## src/rtl/control_channel_arbiter.sv

```systemverilog
// rtl/control_channel_arbiter.sv - round-robin grant scheduler for the shared control/data channel
//
// Collects transmit requests from every node's control_tx_packet, grants the
// shared channel round-robin, broadcasts the grant as {node_id, GRANT_CODE}
// and forwards the granted node's data word for the length of its slot.
//
// Ports
//   clk               in   1             single clock, rising edge
//   rst               in   1             synchronous, active-high reset
//   max_node          in   16            active node count; ids above it are never granted
//   node_control_tx   in   32*NUM_NODES  port i = control_tx_packet of node i+1
//   node_data_tx      in   32*NUM_NODES  port i = data_tx_packet of node i+1
//   control_rx_packet out  32            grant broadcast, 0 when no grant
//   data_rx_node_id   out  16            id owning the data channel, 0 when idle
//   data_rx_packet    out  32            forwarded data word, 0 when idle
//   busy              out  1             high in GRANT, SLOT and GAP

module control_channel_arbiter #(
  parameter int          NUM_NODES   = 4,
  parameter int          SLOT_CYCLES = 8,
  parameter int          GAP_CYCLES  = 1,
  parameter logic [15:0] GRANT_CODE  = 16'hFFFF
) (
  input  logic                   clk,
  input  logic                   rst,
  input  logic [15:0]            max_node,
  input  logic [32*NUM_NODES-1:0] node_control_tx,
  input  logic [32*NUM_NODES-1:0] node_data_tx,
  output logic [31:0]            control_rx_packet,
  output logic [15:0]            data_rx_node_id,
  output logic [31:0]            data_rx_packet,
  output logic                   busy
);

  localparam int PW      = (NUM_NODES > 1) ? $clog2(NUM_NODES) : 1;
  localparam int CNT_MAX = (SLOT_CYCLES > GAP_CYCLES) ? SLOT_CYCLES : GAP_CYCLES;
  localparam int CW      = $clog2(CNT_MAX + 1);

  typedef enum logic [1:0] {
    IDLE  = 2'd0,
    GRANT = 2'd1,
    SLOT  = 2'd2,
    GAP   = 2'd3
  } state_t;

  state_t               state, state_n;
  logic [PW-1:0]        rr, rr_n;
  logic [PW-1:0]        win, win_n;
  logic [CW-1:0]        cnt, cnt_n;
  logic [NUM_NODES-1:0] pending, pending_n;
  logic [NUM_NODES-1:0] req_valid;
  logic [NUM_NODES-1:0] mask;
  logic                 found;
  logic [PW-1:0]        pick;
  logic [PW-1:0]        idx;
  logic [31:0]          sel_data;
  logic [31:0]          ctrl_n;
  logic [15:0]          id_n;
  logic [31:0]          data_n;

  // Port index k steps after base, wrapping at NUM_NODES (k in 1..NUM_NODES).
  function automatic logic [PW-1:0] port_after(input logic [PW-1:0] base, input int k);
    int s;
    s = int'(base) + k;
    if (s >= NUM_NODES) s = s - NUM_NODES;
    return PW'(s);
  endfunction

  // A request is only valid when the source field names the port's own node
  // and the payload is non-zero. Ports at or above max_node are masked.
  always_comb begin
    req_valid = '0;
    mask      = '0;
    for (int i = 0; i < NUM_NODES; i++) begin
      req_valid[i] = (node_control_tx[32*i+16 +: 16] == 16'(i + 1)) &&
                     (node_control_tx[32*i +: 16] != 16'h0000);
      mask[i]      = (32'(i) < {16'h0000, max_node});
    end
  end

  // Scanning every port from rr+1 around to rr with masked ports skipped gives
  // the same order as wrapping at the effective node count.
  always_comb begin
    found = 1'b0;
    pick  = rr;
    idx   = rr;
    for (int k = 1; k <= NUM_NODES; k++) begin
      idx = port_after(rr, k);
      if (!found && pending[idx] && mask[idx]) begin
        found = 1'b1;
        pick  = idx;
      end
    end
  end

  always_comb begin
    state_n   = state;
    win_n     = win;
    rr_n      = rr;
    cnt_n     = cnt;
    pending_n = pending | req_valid;
    case (state)
      IDLE: begin
        if (found) begin
          state_n = GRANT;
          win_n   = pick;
          rr_n    = pick;
        end
      end
      GRANT: begin
        // Clearing after the OR makes the grant win over a same-cycle request.
        pending_n[win] = 1'b0;
        cnt_n          = '0;
        state_n        = SLOT;
      end
      SLOT: begin
        if (cnt == CW'(SLOT_CYCLES - 1)) begin
          cnt_n   = '0;
          state_n = (GAP_CYCLES == 0) ? IDLE : GAP;
        end else begin
          cnt_n = cnt + CW'(1);
        end
      end
      GAP: begin
        if (cnt == CW'(GAP_CYCLES - 1)) begin
          cnt_n   = '0;
          state_n = IDLE;
        end else begin
          cnt_n = cnt + CW'(1);
        end
      end
      default: state_n = IDLE;
    endcase

    sel_data = '0;
    for (int i = 0; i < NUM_NODES; i++) begin
      if (win_n == PW'(i)) sel_data = node_data_tx[32*i +: 32];
    end

    // Outputs are registered from the next state so they line up with it.
    ctrl_n = (state_n == GRANT) ? {16'(win_n) + 16'd1, GRANT_CODE} : 32'h0;
    id_n   = (state_n == SLOT) ? 16'(win_n) + 16'd1 : 16'h0;
    data_n = (state_n == SLOT) ? sel_data : 32'h0;
  end

  always_ff @(posedge clk) begin
    if (rst) begin
      state             <= IDLE;
      rr                <= PW'(NUM_NODES - 1);
      win               <= '0;
      cnt               <= '0;
      pending           <= '0;
      control_rx_packet <= '0;
      data_rx_node_id   <= '0;
      data_rx_packet    <= '0;
      busy              <= 1'b0;
    end else begin
      state             <= state_n;
      rr                <= rr_n;
      win               <= win_n;
      cnt               <= cnt_n;
      pending           <= pending_n;
      control_rx_packet <= ctrl_n;
      data_rx_node_id   <= id_n;
      data_rx_packet    <= data_n;
      busy              <= (state_n != IDLE);
    end
  end

endmodule

```

## config.mk

```make
export PLATFORM = sky130hd
export DESIGN_NAME = control_channel_arbiter
export DESIGN_NICKNAME = d
export VERILOG_FILES = /design/src/rtl/control_channel_arbiter.sv
export SDC_FILE = /design/constraint.sdc
export NUM_CORES = 1
export LEC_CHECK = 0
export ABC_AREA = 1
export BUFFER_PORTS_ARGS = -buffer_cell sky130_fd_sc_hd__buf_2
export CORE_AREA = 8 8 130 132
export CTS_BUF_LIST = sky130_fd_sc_hd__clkbuf_8
export DETAILED_ROUTE_END_ITERATION = 7
export DIE_AREA = 0 0 138 140
export PLACE_DENSITY = 0.58
export SYNTH_ARGS = -nofsm -noshare
export SYNTH_HDL_FRONTEND = slang
export SYNTH_SLANG_ARGS = --single-unit
```

## constraint.sdc

```tcl
create_clock -name clk -period 3 [get_ports clk]
set_input_delay 0.3 -clock clk [delete_from_list [all_inputs] [get_ports clk]]
set_output_delay 0.3 -clock clk [all_outputs]
set_load 0.05 [all_outputs]
```

# == Yosys cells after proc, flatten, opt, wreduce, memory -nomap -nowiden ==
# Cells that the tools add are included.
# Widths: inputs -> output; s select.
# word_totals
register_bits,69
wordCells,124
# classes
addsub,10
order_cmp,14
eq_ne,13
muxes,45
n_bitwise,5
n_reduce_logical,27
# ops
cell,count
$mux 32,4
$reduce_bool 16->1,4
$eq 16x2->1 const B,2
$lt 1x16->1 const A,2
$lt 2x16->1 const A,2
$mux 2,13
$bmux 1 s2,8
$eq 16x1->1 const B,1
$eq 16x3->1 const B,1
$mux 16,1
$lt 2x3->1 const B,5
$mux 1,13
$logic_and 1x1->1,12
$mux 4,3
$pmux 4 s3,1
$eq 2x2->1 const B,5
$ge 3x3->1 const B,3
$pmux 2 s4,1
$sub 2x1->2 const B,4
$add 2x1->3 const B,2
$add 2x2->3 const B,2
$eq 2x1->1 const B,3
$add 2x3->4 const B,1
$add 4x1->4 const B,1
other kinds (15),20

# == Logic depth before layout (Yosys ltp) ==
# Gate-level depths: netlist of run 1.
# depth
depth_word,26
ltp_mapped,26

# == Worst setup path before layout of run 1 ==
# Ideal clock, no wire load.
# synth_path
kind,reg-to-reg
start,reg rr[1]
end,reg data_rx_packet[13]
setup_ns,0.062
arrival_ns,2.803
t_required_ns,2.938
slack_ns,0.135
path_stages_with_launch,24
n_path_buf,3
synth_period_minus_slack_ns,2.865
path_cell_list,dfxtp_1 -> buf_2 -> xor2_2 -> inv_1 -> nor2_1 -> nand3_2 -> nand2_2 -> nor2_4 -> o21ai_2 -> nor2_1 -> nor2_1 -> nand2_1 -> nand2_1 -> inv_1 -> ha_1 -> clkbuf_1 -> inv_1 -> clkbuf_1 -> nand3_1 -> nand2_1 -> o21ai_0 -> nand2_1 -> o21ai_0 -> nor2_2
# synth_between
elab_chain_len,26
elab_cells_between_ends,65
cone_classes,add/sub (8); order compare (4); eq/ne (4); mux (36); bitwise (1); reduce/logical (12)
# synth_rtl
element,line,text
from (decl),47,"logic [PW-1:0] rr, rr_n;"
from (signal assigned),149,rr <= PW'(NUM_NODES - 1);
from (signal assigned),159,rr <= rr_n;
$add 2x1->3,64,s = int'(base) + k;
$ge 3x3->1 / $sub 2x1->2 (equally long branches),65,if (s >= NUM_NODES) s = s - NUM_NODES;
$mux 2,65,
$bmux 1 s2,89,if (!found && pending[idx] && mask[idx]) begin
$mux 1 (implied by the code),89,
$logic_and 1x1->1,89,
$mux 1,89,
$logic_not 1->1,89,
[8 not listed],--,
$logic_and 1x1->1 (2 in series),89,
$mux 2 / $mux 1 (equally long branches),89,
$mux 2 (*),104,if (found) begin
$mux 2 (*),102,case (state)
named net win_n[1],48,"logic [PW-1:0] win, win_n;"
$logic_not 2->1,137,if (win_n == PW'(i)) sel_data = node_data_tx[32*i +: 32];
$mux 32 (3 in series),137,
$mux 32 (*),137,
to (signal assigned),165,data_rx_packet <= data_n;
to (decl),31,"output logic [31:0] data_rx_packet,"
# The timed path passes the listed nets; every way through them passes the cells marked *. The select of a mux whose other input is x is not followed.
# A chain may end at the register's enable or synchronous reset.

# == Final worst setup path of run 1 ==
# layout_path
start,reg rr[0]
end,reg data_rx_packet[21]
# The elaborated chain is that of the path after synthesis.

==> impl_metrics.env, run 1 <==
export IMPL_async_reset_ff_share_pct=0
export IMPL_cp_cell_sequence="clkbuf_4 -> o21a_1 -> nor2_2 -> nand3_2 -> nand2_4 -> nor2_4 -> o21ai_2 -> nor2_1 -> nor2_2 -> nand2_1 -> nand2_2 -> inv_2 -> ha_4 -> buf_12 -> a21oi_1 -> nand2_1 -> o21ai_0 -> nand2_1 -> o21ai_0 -> nor2_1"
export IMPL_core_area_um2=14900
export IMPL_finalSetupTns_ns=0
export IMPL_period_share_pct=93.1
export IMPL_start_util_pct=25.4
export IMPL_ant_nets=0
export IMPL_setup_violations=0
export IMPL_die_w_um=138
export IMPL_grt_overflow=0
export IMPL_ctsHoldBuffers=0
export IMPL_hold_path_class="primary input to register"
export IMPL_htree_levels=2
export IMPL_firstDrtPassIters=4
export IMPL_slew_violations=0
export IMPL_io_pin_count=355
export IMPL_startpoint_type="register"
export IMPL_grt_use_total_pct=16.0
export IMPL_ctsRootBufferMaster="clkbuf_8"
export IMPL_max_cap_violations=0
export IMPL_clk_latency_ns=0.32
export IMPL_arrival_ns=2.99
export IMPL_max_stage_delay_ns=0.38
export IMPL_finish_utilization_pct=39.4
export IMPL_crit_fanout=31
export IMPL_rows=45
export IMPL_cp_required_ns=3.20
export IMPL_r2r_start="rr[0]$_SDFFE_PP1P_"
export IMPL_synth_area_top_cells="dfxtp_1 29%, nand2_1 12%, o21ai_0 9.3%, buf_4 8.1%, nand3_1 6.5%"
export IMPL_wl_per_cell_um=15.6
export IMPL_period_needed_ns=2.79
export IMPL_cp_top_family="simple AND/OR/NAND/NOR gates"
export IMPL_synth_top_family_by_area="simple AND/OR/NAND/NOR gates"
export IMPL_yosys_top_cells_count="121 x nand2_1, 70 x o21ai_0, 54 x dfxtp_1"
export IMPL_routed_wl_mm=17.0
export IMPL_cts_buffer_depth=2
export IMPL_hold_depth=3
export IMPL_grt_pass1_vias=4751
export IMPL_path_class="register to register"
export IMPL_synthSimpleGateAreaFrac_pct=36.2
export IMPL_via_count=4787
export IMPL_grt_pass1_wl_mm=25.3
export IMPL_worstSetupStartpoint="rr[0]$_SDFFE_PP1P_"
export IMPL_cts_buffers=5
export IMPL_antenna_found_initial=1
export IMPL_drc=0
export IMPL_yosys_register_bits=54
export IMPL_setup_worst_path_end_class="register"
export IMPL_fp_dieArea_um2=19300
export IMPL_drt_iter0_drc=112
export IMPL_synth_top_area_cell="dfxtp_1"
export IMPL_crit_buf_inv=3
export IMPL_worstRegToRegCells=20
export IMPL_whs_ns=0.232
export IMPL_p_leak_uw=0.00317
export IMPL_hold_viol=0
export IMPL_grt_max_degree=51
export IMPL_cts_tree="built"
export IMPL_syn_inst=578
export IMPL_ys_seq_area_share_pct=28.6
export IMPL_synth_compound_area_share_pct=17.0
export IMPL_dpl_instance_area_um2=5570
export IMPL_routed_via_density=4.39
export IMPL_ir_worst_vdd_v=0.000679
export IMPL_yosys_area_share_xor_xnor_pct=0.893
export IMPL_hp_start="node_data_tx[116]"
export IMPL_final_area_um2=5850
export IMPL_synthAdderAreaFrac_pct=1.98
export IMPL_synth_area_um2=3780
export IMPL_cp_depth=20
export IMPL_chipHeight_um=140
export IMPL_avgSynthCellArea_um2=6.54
export IMPL_clkSlewWorstSetupHoldPaths_ns=0.10
export IMPL_fin_nets=1181
export IMPL_yosysMostFrequentCell="nand2_1"
export IMPL_fmax_mhz=358
export IMPL_ys_types=34
export IMPL_synth_area_mux_share_pct=0
export IMPL_netlist_area_leader_share_pct=28.6
export IMPL_finClkSkew_ns=0.00757
export IMPL_drive_gt1_share_pct=47.3
export IMPL_crit_path_top_delay_cell="dfxtp_4"
export IMPL_yosys_warnings=0
export IMPL_placed_cells=1075
export IMPL_crit_top_cell="nand2_1"
export IMPL_synth_edf_count=0
export IMPL_gp_congestion=0.842
export IMPL_portBuffers=328
export IMPL_cts_sinks=54
export IMPL_dp_hpwl_mm=13.7
export IMPL_status="finished, final reports clean"
export IMPL_syn2layout_area_growth_pct=54.6
export IMPL_synthFlopType="dfxtp_1"
export IMPL_power_density_nw_per_um2=1380
export IMPL_finalNonFillerCells=1090
[power breakdown]
group	switching [uW]	internal, uW
sequential	95.9	930
combinational	4230	2400
clock	246	155
total	4580	3490
[final cells by class]
cell class                      count  area [um^2]
Antenna cell                        1         2.50
Clock buffer                        5         68.8
Clock inverter                      2         7.51
Fill cell                        1628         9010
Inverter                           33          129
Multi-Input combinational cell    445         2290
Sequential cell                    54         1080
Tap cell                          188          235
Timing Repair Buffer              362         2030
[final timing paths]
kind	slack, ns	endpoint
max	0.21	data_rx_packet[21]$_SDFF_PP0_
min	0.23	data_rx_packet[20]$_SDFF_PP0_
max reg2reg	0.21	data_rx_packet[21]$_SDFF_PP0_
min reg2reg	0.49	pending[2]$_SDFF_PP0_
[cells in the final DEF (no fill, tap or decap), types with 2 or more instances in the layout]
cell	n
a21oi_1	42
buf_12	6
inv_1	30
nand4_1	8
nand3_2	2
clkbuf_16	3
a21oi_2	2
o21ai_2	5
ha_4	3
o21ai_1	6
clkbuf_8	5
nand2_1	118
o21ai_0	63
nor4_1	29
nor2_4	2
nand2_2	3
inv_2	4
nor2_2	32
buf_2	328
conb_1	26
nor2_1	35
nor4b_1	2
dfxtp_1	53
nand3_1	49
buf_4	23
ha_1	3
nor3_1	4
[flip-flops by register name, summed over array words and instances, names as in the netlist]
register	flops
pending	4
win	2
cnt	4
state	2
rr	2
control_rx_packet	4
data_rx_node_id	3
data_rx_packet	32
busy	1
[timing repair]
item	CTS	global route
pin swaps	0	3
cloned	0	3
setup buffers	0	4
setup endpoints to repair	10	32
resized for setup	1	36
[layer usage]
metal | GRT usage, % | vias to the layer above | share of wire [%]
met3 | 6.25 | 11 | 9.3
li1 | - | 2519 | -
met5 | 0 | - | 0
met4 | 3.55 | 0 | 1.3
met2 | 27.5 | 201 | 49
met1 | 18.2 | 2056 | 40
[kinds of logic after synthesis]
logic type | count (synthesis)
AOI/OAI and AO/OA | 123
xor gates and xnor gates | 3
adders and majority gates | 6
buffers and inverters | 104
DFF | 54
other | 1
and+or+nand+nor | 287
[worst reg2reg max path: cells and delay by family (launching register included)]
| kind | cells | cell delay [ns] |
|---|---|---|
| and+or+nand+nor | 11 | 1.13 |
| DFF | 1 | 0.38 |
| adders and majority gates | 1 | 0.18 |
| buffers and inverters | 3 | 0.42 |
| AOI/OAI and AO/OA | 5 | 0.59 |
[metrics by stage]
stage | total power, uW | setup WS, ns
2_1_floorplan | 5420 | 0.135
3_5_place_dp | 7050 | -0.104
6_report | 8060 | 0.207
4_1_cts | 7480 | 0.0467
3_3_place_gp | 7050 | -0.0916
5_1_grt | 8920 | -0.0190
(Power assumes the default switching activity.)
==> inputs of run 2 (changes only) <==
clock period = 2.3 ns   (was 3 ns; I/O delays follow)
==> run 2 against run 1 <==
  * The run now ends with negative setup slack left
  * Sequential power grew 33%
  * Via count grew 8.7%
  * Clock power grew 44%
  * Sequential share of layout area shrank 2.3 points
  * Total power grew 62%
  * Critical path depth grew 1
  * Wire length grew 13%
  * Register-to-register slack lost 0.57 ns
  * Largest power group unchanged
  * Highest routed layer unchanged
==> impl_metrics.env, run 2 (synthesized netlist as in run 1, its figures left out) <==
export IMPL_die_w_um=138
export IMPL_fp_dieArea_um2=19300
export IMPL_htree_levels=2
export IMPL_ctsHoldBuffers=0
export IMPL_status="complete, but fails checks"
export IMPL_firstDrtPassIters=5
export IMPL_ctsRootBufferMaster="clkbuf_8"
export IMPL_path_class="register to register"
export IMPL_cts_buffer_depth=2
export IMPL_mostFrequentLayoutCell="buf_2"
export IMPL_n_fill_cell=1532
export IMPL_largest_reg_flops=32
export IMPL_comb_power_share_pct=85.1
export IMPL_crit_fanout=10
export IMPL_slew_violations=0
export IMPL_gp_congestion=0.832
export IMPL_setup_violations=34
export IMPL_ir_worst_vdd_v=0.000926
export IMPL_start_util_pct=25.4
export IMPL_setup_worst_path_end_class="register"
export IMPL_cts_buffers=5
export IMPL_grt_overflow=0
export IMPL_drc=0
export IMPL_via_count=5203
export IMPL_startpoint_type="register"
export IMPL_core_area_um2=14900
export IMPL_power_density_nw_per_um2=1950
export IMPL_portBuffers=328
export IMPL_drt_iter0_drc=245
export IMPL_regMostFlops="data_rx_packet"
export IMPL_io_pin_count=355
export IMPL_p_leak_uw=0.00348
export IMPL_whs_ns=0.118
export IMPL_hold_path_class="primary input to register"
export IMPL_finish_utilization_pct=45.1
export IMPL_grt_use_total_pct=17.9
export IMPL_clkSlewWorstSetupHoldPaths_ns=0.12
export IMPL_p_sw_uw=6990
export IMPL_violations="negative setup slack"
export IMPL_period_share_pct=116
export IMPL_rows=45
export IMPL_internal_power_uw=6070
export IMPL_grt_pass1_wl_mm=28.0
export IMPL_fmax_mhz=375
export IMPL_setup_ws_ns=-0.363
export IMPL_cts_tree="built"
export IMPL_routed_via_density=4.65
export IMPL_syn2layout_area_growth_pct=77.1
export IMPL_hold_viol=0
export IMPL_routed_wl_mm=19.3
export IMPL_antenna_found_initial=1
export IMPL_seqPwrFrac_pct=10.5
export IMPL_wl_per_cell_um=17.2
export IMPL_tightest_slew_ns=0.509
export IMPL_finClkSkew_ns=0.0118
export IMPL_cts_sinks=54
export IMPL_grt_pass1_vias=5033
export IMPL_grt_max_degree=27
export IMPL_max_cap_violations=0
export IMPL_dpl_instance_area_um2=5830
export IMPL_slew_limit_headroom_pct=65.8
export IMPL_p_sw_share_pct=53.5
export IMPL_rsz0062_at_grt="true"
export IMPL_dp_hpwl_mm=15.2
export IMPL_fin_nets=1207
export IMPL_cp_required_ns=2.53
export IMPL_final_area_um2=6700
export IMPL_layout_common_cells="328 x buf_2, 111 x nand2_1, 52 x dfxtp_1"
export IMPL_ant_nets=0
export IMPL_drive_gt1_share_pct=57.5
export IMPL_arrival_ns=2.90
export IMPL_p_clk_share_pct=4.4
export IMPL_clk_latency_ns=0.32
export IMPL_chipHeight_um=140
export IMPL_period_needed_ns=2.66
-- run 2: worst paths after layout --
| path | startpoint | end | slack [ns] | cells after the start |
|---|---|---|---|---|
| max | rr[0]$_SDFFE_PP1P_ | data_rx_packet[4]$_SDFF_PP0_ | -0.36 | 21 |
| min | node_data_tx[119] | data_rx_packet[23]$_SDFF_PP0_ | 0.12 | 3 |
| max reg2reg | rr[0]$_SDFFE_PP1P_ | data_rx_packet[4]$_SDFF_PP0_ | -0.36 | 21 |
| min reg2reg | pending[2]$_SDFF_PP0_ | pending[2]$_SDFF_PP0_ | 0.52 | 2 |
-- run 2: worst max-delay path: stages (launching register included) --
cell and delay (ns):
dfxtp_4 0.40, buf_8 0.14, o21ai_2 0.16, nor2_2 0.06, nand3_2 0.10, nand2_4 0.07
nor2_4 0.13, buf_4 0.14, nand3_2 0.07, nand2_1 0.07, nand2_1 0.06, nand2_2 0.10
nand2_4 0.08, buf_6 0.12, ha_4 0.20, clkbuf_16 0.19, a21oi_2 0.11, nand2_1 0.06
o21ai_1 0.08, nand2_1 0.11, o21ai_2 0.09, nor2_2 0.05
-- run 2: per-stage QoR --
stage                     TNS [ns]  total power, uW  worst slack, ns  cells
after floorplan              -7.64             8350           -0.252    603
after global placement      -13.90             9880           -0.449   1085
after detailed placement    -15.10             9900           -0.485   1085
after CTS                    -7.74            11700           -0.267   1106
after global routing        -14.95            14100           -0.570   1117
final                        -8.96            13100           -0.363   1118
-- run 2: power by group through the flow --
| stage | combinational [uW] | clock (uW) | sequential [uW] |
|---|---|---|---|
| after detailed placement | 8510 | 0 | 1400 |
| after global placement | 8480 | 0 | 1400 |
| after floorplan | 6180 | 0 | 2170 |
| after global routing | 12100 | 649 | 1410 |
| after CTS | 9710 | 606 | 1370 |
| final | 11100 | 577 | 1370 |
-- run 2: final cells by class --
cell class / count / area [um^2] / area share, %
antenna: 2 / 5.00 / 0.0747
clock buffer: 5 / 68.8 / 1.03
clock inverter: 3 / 20.0 / 0.299
inverter: 33 / 146 / 2.19
multi-input combinational: 445 / 2640 / 39.4
sequential: 54 / 1090 / 16.2
tap: 188 / 235 / 3.51
timing repair buffer: 388 / 2500 / 37.3
-- run 2: layer usage --
metal	global-route usage (%)	wire length, um	part of all wire, %	vias to the layer above
met4	4.81	501	2.6	0
met1	21.9	7910	41	2353
met2	30.9	9650	50	226
met3	4.02	1220	6.3	34
met5	0	0	0	-
li1	-	-	-	2590
-- run 2: what timing repair did --
action                                  CTS  global route
pin swaps                                10            29
gates cloned                              6             7
buffers inserted                          7             3
endpoints found under the hold margin     0             0
endpoints found under the setup margin   34            34
gates resized for setup                  54            57
==> inputs of run 3 (changes only) <==
CORE_AREA = 8 8 131 133   (was 8 8 130 132)
DIE_AREA = 0 0 139 141   (was 0 0 138 140)
PLACE_DENSITY = 0.55   (was 0.58)
clock period = 3.1 ns   (was 2.3 ns; I/O delays follow)
==> run 3 against run 2 <==
  * The flow now finishes without violations
  * Core utilization down 7.6 points
  * Maximum frequency shrank 6.2%
  * Register-to-register slack improved by 0.63 ns
  * Cell count decreased by 4.2%
  * Sequential share of layout area up 3.1 points
  * Design area shrank 16%
  * Via count is 8.3% lower
==> impl_metrics.env, run 3 (synthesized netlist as in run 1, its figures left out) <==
export IMPL_status="finished, final reports clean"
export IMPL_tightest_slew_ns=0.664
export IMPL_n_fill_cell=1701
export IMPL_regMostFlops="data_rx_packet"
export IMPL_clk_latency_ns=0.32
export IMPL_htree_levels=2
export IMPL_setup_worst_path_end_class="register"
export IMPL_startpoint_type="register"
export IMPL_gp_congestion=0.824
export IMPL_dpl_instance_area_um2=5470
export IMPL_max_stage_delay_ns=0.39
export IMPL_crit_reg2reg_capture="data_rx_packet[23]$_SDFF_PP0_"
export IMPL_ctsHoldBuffers=0
export IMPL_max_cap_violations=0
export IMPL_final_area_um2=5610
export IMPL_grt_use_total_pct=15.7
export IMPL_via_count=4773
export IMPL_clkSlewWorstSetupHoldPaths_ns=0.11
export IMPL_p_sw_share_pct=58.8
export IMPL_grt_max_degree=48
export IMPL_layout_common_cells="328 x buf_2, 119 x nand2_1, 69 x o21ai_0"
export IMPL_wl_per_cell_um=15.7
export IMPL_hp_start="node_data_tx[116]"
export IMPL_crit_fanout=16
export IMPL_syn2layout_area_growth_pct=48.3
export IMPL_cp_required_ns=3.33
export IMPL_rsz0062_at_grt="false"
export IMPL_cts_buffers=5
export IMPL_grt_pass1_vias=4709
export IMPL_cp_top_family="simple AND/OR/NAND/NOR gates"
export IMPL_routed_via_density=4.46
export IMPL_p_clk_share_pct=5.8
export IMPL_arrival_ns=3.07
export IMPL_seqPwrFrac_pct=14.1
export IMPL_cts_buffer_depth=2
export IMPL_drc=0
export IMPL_wl_met1_mm=6.64
export IMPL_r2r_start="rr[0]$_SDFFE_PP1P_"
export IMPL_largest_reg_flops=32
export IMPL_dp_hpwl_mm=13.9
export IMPL_routed_wl_mm=16.8
export IMPL_worstHoldEndpoint="data_rx_packet[20]$_SDFF_PP0_"
export IMPL_io_pin_count=355
export IMPL_power_density_nw_per_um2=1260
export IMPL_cts_sinks=54
export IMPL_path_class="register to register"
export IMPL_slew_limit_headroom_pct=55.7
export IMPL_hold_path_class="primary input to register"
export IMPL_cts_tree="built"
export IMPL_core_area_um2=15000
export IMPL_firstDrtPassIters=5
export IMPL_worstSetupStartpoint="rr[0]$_SDFFE_PP1P_"
export IMPL_comb_power_share_pct=80.0
export IMPL_grt_pass1_wl_mm=24.8
export IMPL_worstRegToRegCells=21
export IMPL_fin_nets=1162
export IMPL_crit_path_top_delay_cell="dfxtp_4"
export IMPL_r2r_slack_ns=0.26
export IMPL_finalSetupTns_ns=0
export IMPL_hold_viol=0
export IMPL_drt_iter0_drc=156
export IMPL_highest_layer="met4"
export IMPL_fp_dieArea_um2=19600
export IMPL_drive_gt1_share_pct=45.1
export IMPL_crit_buf_inv=4
export IMPL_route_met3_wl_mm=1.75
export IMPL_p_leak_uw=0.00306
export IMPL_dr_wl_met2_mm=8.18
export IMPL_die_w_um=139
export IMPL_setup_violations=0
export IMPL_grt_overflow=0
export IMPL_ant_nets=0
export IMPL_slew_violations=0
export IMPL_diodes=0
export IMPL_internal_power_uw=2920
export IMPL_mostFrequentLayoutCell="buf_2"
export IMPL_portBuffers=328
export IMPL_hold_depth=3
export IMPL_start_util_pct=25.3
export IMPL_rows=45
export IMPL_period_share_pct=91.6
export IMPL_p_sw_uw=4160
export IMPL_ctsRootBufferMaster="clkbuf_8"
export IMPL_finClkSkew_ns=0.00943
export IMPL_antenna_found_initial=0
export IMPL_fmax_mhz=352
export IMPL_ir_worst_vdd_v=0.000582
export IMPL_chipHeight_um=141
export IMPL_period_needed_ns=2.84
export IMPL_cp_cell_sequence="xor2_2 -> buf_4 -> nor2_1 -> nand3_2 -> nand2_2 -> nor2_4 -> o21ai_2 -> nor2_1 -> nor2_2 -> nand2_1 -> nand2_2 -> inv_1 -> ha_1 -> inv_2 -> buf_12 -> nand3_1 -> nand2_1 -> o21ai_0 -> nand2_1 -> o21ai_0 -> nor2_1"
==> run 3: through the flow <==
stage / power, uW / cells / util (%) / hold slack (ns) / setup slack, ns
after global placement: 6610 / 1062 / 36.5 / 0.474 / 0.0785
final: 7070 / 1071 / 37.4 / 0.238 / 0.262
after floorplan: 5240 / 603 / - / 0.425 / 0.235
after global routing: 7820 / 1071 / 37.4 / 0.232 / 0.0133
after CTS: 7050 / 1070 / 37.1 / 0.225 / 0.00815
after detailed placement: 6610 / 1062 / 36.5 / 0.478 / -0.0249
==> run 3: how the worst max path moves through the flow <==
stage                                     to  cells after the start  slack (ns)
6_report       data_rx_packet[23]$_SDFF_PP0_                     21        0.26
5_1_grt        data_rx_packet[10]$_SDFF_PP0_                     20        0.01
4_1_cts        data_rx_packet[23]$_SDFF_PP0_                     18       0.008
3_5_place_dp   data_rx_packet[23]$_SDFF_PP0_                     22       -0.02
3_3_place_gp   data_rx_packet[23]$_SDFF_PP0_                     22        0.08
2_1_floorplan  data_rx_packet[13]$_SDFF_PP0_                     23        0.24
==> run 3: layer usage <==
metal	vias to the layer above	GRT usage, %
met5	-	0
met3	19	6.55
met1	2059	17.3
li1	2479	-
met4	0	3.99
met2	216	27.6
==> run 3: what timing repair did <==
| item | 4_1_cts | 5_1_grt |
|---|---|---|
| endpoints found under the setup margin | 0 | 32 |
| hold endpoints to repair | 0 | 0 |
| gates resized for setup | 0 | 11 |
| setup buffers | 0 | 0 |
==> run 3: cell type report <==
type                       instances  area, um^2  area share, %
clock buffer                       5        68.8           1.23
sequential                        54        1080           19.3
tap                              188         235           4.19
inverter                          33         124           2.21
multi-input combinational        445        2240           39.9
timing repair buffer             343        1840           32.8
clock inverter                     3        17.5          0.312
==> run 3: tightest hold or removal path, cell delays in order <==
cell,delay [ns]
buf_2,0.07
o21ai_0,0.06
nor2_1,0.09
==> run 3: power by group through the flow <==
stage | clock network (uW) | registers (uW) | logic [uW]
floorplan | 0 | 1600 | 3640
global placement | 0 | 1020 | 5590
detailed placement | 0 | 1020 | 5590
CTS | 437 | 1000 | 5610
global route | 459 | 1030 | 6340
finish | 413 | 1000 | 5660
